$ cat src/rtl/image_frame_sequencer.sv
// Frame-level controller: streams a frame from memory through the image pipeline, tags in-flight pixels,
// and buffers the pipeline results onto a valid/ready output with start-of-frame / end-of-line markers.
module image_frame_sequencer #(
    parameter int unsigned IMG_W      = 64,
    parameter int unsigned IMG_H      = 64,
    parameter int unsigned ADDR_W     = 12,
    parameter int unsigned PIPE_LAT   = 2,
    parameter int unsigned FIFO_DEPTH = 4
) (
    input  logic              clk,
    input  logic              rst,
    input  logic              start,
    input  logic [7:0]        cfg_threshold,
    input  logic [7:0]        cfg_brightness,
    input  logic [2:0]        cfg_select,
    output logic              busy,
    output logic              done,
    output logic              mem_rd_en,
    output logic [ADDR_W-1:0] mem_addr,
    input  logic [23:0]       mem_rdata,
    output logic [7:0]        pix_r,
    output logic [7:0]        pix_g,
    output logic [7:0]        pix_b,
    output logic [7:0]        threshold_val,
    output logic [7:0]        brightness_offset,
    output logic [2:0]        select,
    input  logic [7:0]        proc_pixel,
    output logic [7:0]        out_data,
    output logic              out_valid,
    input  logic              out_ready,
    output logic              out_sof,
    output logic              out_eol
);
    localparam int unsigned TOTAL = IMG_W * IMG_H;
    localparam int unsigned CNT_W = $clog2(FIFO_DEPTH) + 1;
    localparam int unsigned PTR_W = (FIFO_DEPTH > 1) ? $clog2(FIFO_DEPTH) : 1;
    localparam int unsigned COL_W = $clog2(IMG_W);
    localparam int unsigned IF_W  = $clog2(PIPE_LAT + 1);

    typedef enum logic [2:0] {
        S_IDLE,
        S_LOAD_CFG,
        S_STREAM,
        S_DRAIN,
        S_DONE
    } state_t;

    state_t              state;
    state_t              state_next;
    logic [ADDR_W:0]     issued;
    logic [COL_W-1:0]    col;
    logic [ADDR_W-1:0]   addr_hold;
    logic [PIPE_LAT-1:0] tag_vld;
    logic [PIPE_LAT-1:0] tag_sof;
    logic [PIPE_LAT-1:0] tag_eol;
    logic [IF_W-1:0]     inflight;
    logic [CNT_W-1:0]    fifo_count;
    logic [PTR_W-1:0]    wr_ptr;
    logic [PTR_W-1:0]    rd_ptr;
    logic [9:0]          fifo_mem [FIFO_DEPTH];
    logic                issue;
    logic                last_issue;
    logic                push;
    logic                pop;

    assign pix_r = mem_rdata[23:16];
    assign pix_g = mem_rdata[15:8];
    assign pix_b = mem_rdata[7:0];

    always_comb begin
        inflight = '0;
        for (int i = 0; i < int'(PIPE_LAT); i++) begin
            inflight = inflight + IF_W'(tag_vld[i]);
        end
    end

    // Credit check: every outstanding read already owns a FIFO slot, so a push never finds it full.
    assign issue      = (state == S_STREAM) && (issued < (ADDR_W+1)'(TOTAL))
                        && ((32'(fifo_count) + 32'(inflight)) < FIFO_DEPTH);
    assign last_issue = issue && (issued == (ADDR_W+1)'(TOTAL - 1));
    assign mem_rd_en  = issue;
    assign mem_addr   = issue ? issued[ADDR_W-1:0] : addr_hold;

    always_ff @(posedge clk or posedge rst) begin
        if (rst) begin
            state <= S_IDLE;
        end else begin
            state <= state_next;
        end
    end

    always_comb begin
        state_next = state;
        case (state)
            S_IDLE:     if (start) state_next = S_LOAD_CFG;
            S_LOAD_CFG: state_next = S_STREAM;
            S_STREAM:   if (last_issue) state_next = S_DRAIN;
            S_DRAIN:    if (inflight == '0 && fifo_count == '0) state_next = S_DONE;
            S_DONE:     state_next = S_IDLE;
            default:    state_next = S_IDLE;
        endcase
    end

    // Status and frame-latched configuration.
    always_ff @(posedge clk or posedge rst) begin
        if (rst) begin
            busy              <= 1'b0;
            done              <= 1'b0;
            threshold_val     <= '0;
            brightness_offset <= '0;
            select            <= '0;
        end else begin
            busy <= (state_next != S_IDLE);
            done <= (state_next == S_DONE);
            if (state == S_IDLE && start) begin
                threshold_val     <= cfg_threshold;
                brightness_offset <= cfg_brightness;
                select            <= cfg_select;
            end
        end
    end

    always_ff @(posedge clk or posedge rst) begin
        if (rst) begin
            issued    <= '0;
            col       <= '0;
            addr_hold <= '0;
        end else if (state == S_LOAD_CFG) begin
            issued <= '0;
            col    <= '0;
        end else if (issue) begin
            issued    <= issued + (ADDR_W+1)'(1);
            addr_hold <= issued[ADDR_W-1:0];
            col       <= (col == COL_W'(IMG_W - 1)) ? '0 : col + COL_W'(1);
        end
    end

    // Tag pipe mirrors the memory + pipeline latency so results know their frame position.
    always_ff @(posedge clk or posedge rst) begin
        if (rst) begin
            tag_vld <= '0;
            tag_sof <= '0;
            tag_eol <= '0;
        end else begin
            tag_vld[0] <= issue;
            tag_sof[0] <= (issued == '0);
            tag_eol[0] <= (col == COL_W'(IMG_W - 1));
            for (int i = 1; i < int'(PIPE_LAT); i++) begin
                tag_vld[i] <= tag_vld[i-1];
                tag_sof[i] <= tag_sof[i-1];
                tag_eol[i] <= tag_eol[i-1];
            end
        end
    end

    assign push = tag_vld[PIPE_LAT-1];
    assign pop  = out_valid && out_ready;

    always_ff @(posedge clk or posedge rst) begin
        if (rst) begin
            wr_ptr     <= '0;
            rd_ptr     <= '0;
            fifo_count <= '0;
            for (int i = 0; i < int'(FIFO_DEPTH); i++) begin
                fifo_mem[i] <= '0;
            end
        end else begin
            if (push) begin
                fifo_mem[wr_ptr] <= {tag_sof[PIPE_LAT-1], tag_eol[PIPE_LAT-1], proc_pixel};
                wr_ptr <= (wr_ptr == PTR_W'(FIFO_DEPTH - 1)) ? '0 : wr_ptr + PTR_W'(1);
            end
            if (pop) begin
                rd_ptr <= (rd_ptr == PTR_W'(FIFO_DEPTH - 1)) ? '0 : rd_ptr + PTR_W'(1);
            end
            case ({push, pop})
                2'b10:   fifo_count <= fifo_count + CNT_W'(1);
                2'b01:   fifo_count <= fifo_count - CNT_W'(1);
                default: fifo_count <= fifo_count;
            endcase
        end
    end

    assign out_valid = (fifo_count != '0);
    assign out_data  = fifo_mem[rd_ptr][7:0];
    assign out_sof   = fifo_mem[rd_ptr][9];
    assign out_eol   = fifo_mem[rd_ptr][8];

endmodule

$ cat config.mk
export PLATFORM = sky130hd
export DESIGN_NAME = image_frame_sequencer
export DESIGN_NICKNAME = d
export VERILOG_FILES = /design/src/rtl/image_frame_sequencer.sv
export SDC_FILE = /design/constraint.sdc
export NUM_CORES = 1
export LEC_CHECK = 0
export ABC_AREA = 0
export CORE_ASPECT_RATIO = 0.5
export CORE_UTILIZATION = 44
export CTS_BUF_LIST = sky130_fd_sc_hd__clkbuf_16
export DETAILED_ROUTE_END_ITERATION = 10
export GPL_ROUTABILITY_DRIVEN = 1
export PLACE_DENSITY_LB_ADDON = 0.05
export SETUP_SLACK_MARGIN = 0.15
export SYNTH_ARGS = -nofsm -noshare
export SYNTH_HDL_FRONTEND = slang
export SYNTH_SLANG_ARGS = --single-unit
$ cat constraint.sdc
create_clock -name clk -period 3.7 [get_ports clk]
set_input_delay 0.925 -clock clk [delete_from_list [all_inputs] [get_ports clk]]
set_output_delay 0.925 -clock clk [all_outputs]
set_load 0.01 [all_outputs]
==> results.tsv <==
stage	metric	value	unit
run_status	status	finished, final reports clean	
clock_tree	clk slew on worst S/H paths	0.07	ns
yosys	main flop type after synthesis	dfrtp_1	
critical_path	CP Capture Point	mem_addr[5]	
global_route	largest net degree at the start of global routing	94	
route	vias per cell	5.270	
route	Total Routed Length	10.02	mm
route	DRT antenna net count	0	
timing	Least-Margin Pin Slew	0.6840	ns
critical_path	WS Path Type	reg2out	
critical_path	worst r2r path cells	7	
yosys	Area contributors post-synth	dfrtp_1, mux2_2, mux4_2, nand2_1, buf_4	
yosys	cells after synthesis	393	
clock_tree	TritonCTS buffer count	9	
place	HPWL after DPL	6.897	mm
critical_path	worst reg2reg endpoint	issued[9]	
final_layout	Final nets	522	
route	Avg WL per Cell	16.73	µm
timing	f_max	291.3	MHz
critical_path	Crit Reg-Reg Startpoint	tag_vld[0]	
final_layout	Fill cells	886	
final_layout	Antenna Cells	0	
timing	Slew Limit Fails	0	
power	Static Leakage	2.716	nW
place	GP Congestion	0.7475	
timing	worst rel slew slack	54.40	%
clock_tree	CTS tree	built	
route	# DRC	0	
timing	Worst Skew	0.006438	ns
global_route	vias in the first global route	3230	
job	Max Cap Viol	0	
yosys	syn_area_per_cell	12.49	µm²
timing	Tmin final	3.432	ns
power	total net switching power	1.613	mW
final_layout	fraction of layout cells with a size suffix above 1	22.00	%
critical_path	Setup crit start kind	register	
route	DR vias	3157	
final_layout	footprint of the multi-input gates	1938	µm²
clock_tree	H-tree levels	3	
yosys	Async SR Flop Fraction	100.0	%
place	cell count after placement	579	
critical_path	critical path peak fanout	19	
power	Int Power	3.265	mW
clock_tree	Worst-Skew Late Latency	0.34	ns
final_layout	fin area	5988	µm²
yosys	area leader, netlist	dfrtp_1	
power	Clock power frac	17.8	%
yosys	post-synthesis sequential element count	108	
final_layout	Util after Layout	56.99	%
yosys	Synth Net Count	461	
place	port bufs	75	
timing	Period Utilization, post-route	92.77	%
global_route	first-pass GRT wire length	16.47	mm
yosys	Cell variety after synth	43	
final_layout	P&R area growth vs syn	22.00	%
global_route	initial antenna violation count	0	
yosys	Seq/Total Area, Yosys	55.06	%
power	sequential power share	40.7	%
timing	unrepaired setup endpoints after global routing	true	
critical_path	Worst EP arrival	2.51	ns
critical_path	CP endpoint kind	primary output	
clock_tree	clock root cell	clkbuf_16	
critical_path	Setup crit start	tag_vld[0]	
min_path	hold crit path type	reg2reg	
route	DR iter-0 viols	143	
yosys	top cells by count, synth	dfrtp_1, mux2_2, nand2_1	
power	Pwr Total	4.878	mW
floorplan	core area	10510	µm²
timing	final setup fails	0	
clock_tree	Longest Clk Path Bufs	2	
final_layout	Storage cell area	2704	µm²
critical_path	Worst Path Required	2.77	ns
floorplan	DIE HEIGHT	76.69	µm
floorplan	FP Rows	26	
power	Cell Pwr Density	814.6	nW/µm²
clock_tree	CTS Sinks	108	
floorplan	I/O pin total	124	
floorplan	Die Footprint	11610	µm²
power	Logic pwr share	41.4	%
floorplan	Die Wd	151.4	µm
power	maximum VDD drop	0.2817	mV
global_route	global route overflow	0	
floorplan	initial cell density of the core	46.71	%
critical_path	Worst R2R Setup Slack	1.29	ns
final_layout	non-filler cells, final	599	
route	DRT Pass-1 Iters	4	
yosys	top cell type's share of synthesized area	55.06	%
global_route	GRT Total Usage	18.61	%
power	switching share of power	33.07	%
yosys	synth warn	0	
yosys	number of synthesized flops with an enable pin	0	
timing	final hold violations	0	
min_path	Cells on Worst Hold Path	0	
yosys	count leader, synth	dfrtp_1	
place	placed inst area	5668	µm²
timing	setup TNS	0	ns
yosys	synthesized area	4908	µm²
## worst min path at each step
| stage | slack (ns) | to | start |
|---|---|---|---|
| finish | 0.36 | tag_eol[1] | tag_eol[0] |
| global route | 0.38 | tag_eol[1] | tag_eol[0] |
| CTS | 0.36 | tag_sof[1] | tag_sof[0] |
| detailed placement | 0.35 | tag_sof[1] | tag_sof[0] |
| global placement | 0.33 | tag_sof[1] | tag_sof[0] |
| floorplan | 0.33 | tag_eol[1] | tag_eol[0] |
## registers in the layout (all words and copies together) (netlist names), 2 cells and up
name and count:
issued 13, tag_eol 2, select 3, addr_hold 12
rd_ptr 2, threshold_val 8, fifo_mem 40, col 6
fifo_count 3, wr_ptr 2, tag_vld 2, brightness_offset 8
state 3, tag_sof 2
## timing repair
action,4_1_cts,5_1_grt
endpoints found under the setup margin,12,10
gates cloned,0,1
pin swaps,0,2
setup buffers,2,1
resized for setup,8,4
hold buffers,0,0
## cell usage in the layout, fill, tap and decap left out, types with 2 or more instances in the layout
cell type          n
dfrtp_1          107
clkdlybuf4s50_1   71
mux2_2            60
nand2_1           55
inv_1             14
o21ai_0           13
ha_1              12
nor2_1            10
mux4_2            10
clkbuf_16          9
nor3_1             7
a21oi_1            7
xor2_1             6
buf_4              6
and3_1             5
nand3_1            5
nand4_1            5
o31ai_1            5
or3_1              4
mux2i_1            3
or4_1              3
clkinv_2           3
dlygate4sd2_1      3
xnor2_1            2
clkinv_4           2
o211ai_1           2
and4_1             2
nor4_1             2
clkinvlp_4         2
clkinv_1           2
## through the flow
step | hold WS, ns | setup WS, ns
floorplan | 0.3312 | 0.8608
global placement | 0.3339 | 0.5103
detailed placement | 0.3450 | 0.4144
CTS | 0.3613 | 0.07000
global route | 0.3763 | 0.1416
finish | 0.3561 | 0.2675
## layer usage
metal  vias up  part of all wire (%)  global-route usage [%]
met5         -                     0                       0
met4         0                   2.2                   6.500
met3        27                   5.5                   5.536
met2        73                    48                   29.32
met1      1581                    45                   24.40
li1       1476                     -                       -
## layout make-up
type / count / area share (%)
tap: 140 / 2.925
timing repair inverter: 1 / 0.08358
clock inverter: 7 / 0.7104
inverter: 16 / 1.149
clock buffer: 9 / 3.761
sequential: 108 / 45.15
timing repair buffer: 83 / 13.85
multi-input combinational: 235 / 32.37
## cell families (layout without fill, tap and decap cells)
kind of cell             Yosys count  after routing  share of synthesized area, %
XOR/XNOR                           8              8                         1.428
AO/OA/AOI/OAI                     31             31                         3.798
multiplexers                      73             73                         18.97
buffers and inverters             50            116                         5.837
flip-flops                       108            108                         55.06
AND/OR/NAND/NOR                  110            110                         11.45
adder cells (fa/ha/maj)           13             13                         3.467
## critical path, cell delays in order (launching register included)
cell and delay [ns]:
dfrtp_1 0.41, ha_1 0.21, ha_1 0.21, nor4b_4 0.33, nand3_4 0.17, buf_8 0.20, nand2_1 0.09, nand2_1 0.06
clkdlybuf4s50_1 0.47
## power by group through the flow
stage	combinational [mW]	clock [mW]	sequential [mW]
2_1_floorplan	1.21	0	1.92
4_1_cts	2.01	0.903	2.01
6_report	2.02	0.870	1.99
5_1_grt	2.22	0.956	2.06
3_3_place_gp	1.89	0	1.98
3_5_place_dp	1.96	0	2.02
No activity file was read; power rests on OpenSTA's default activity.
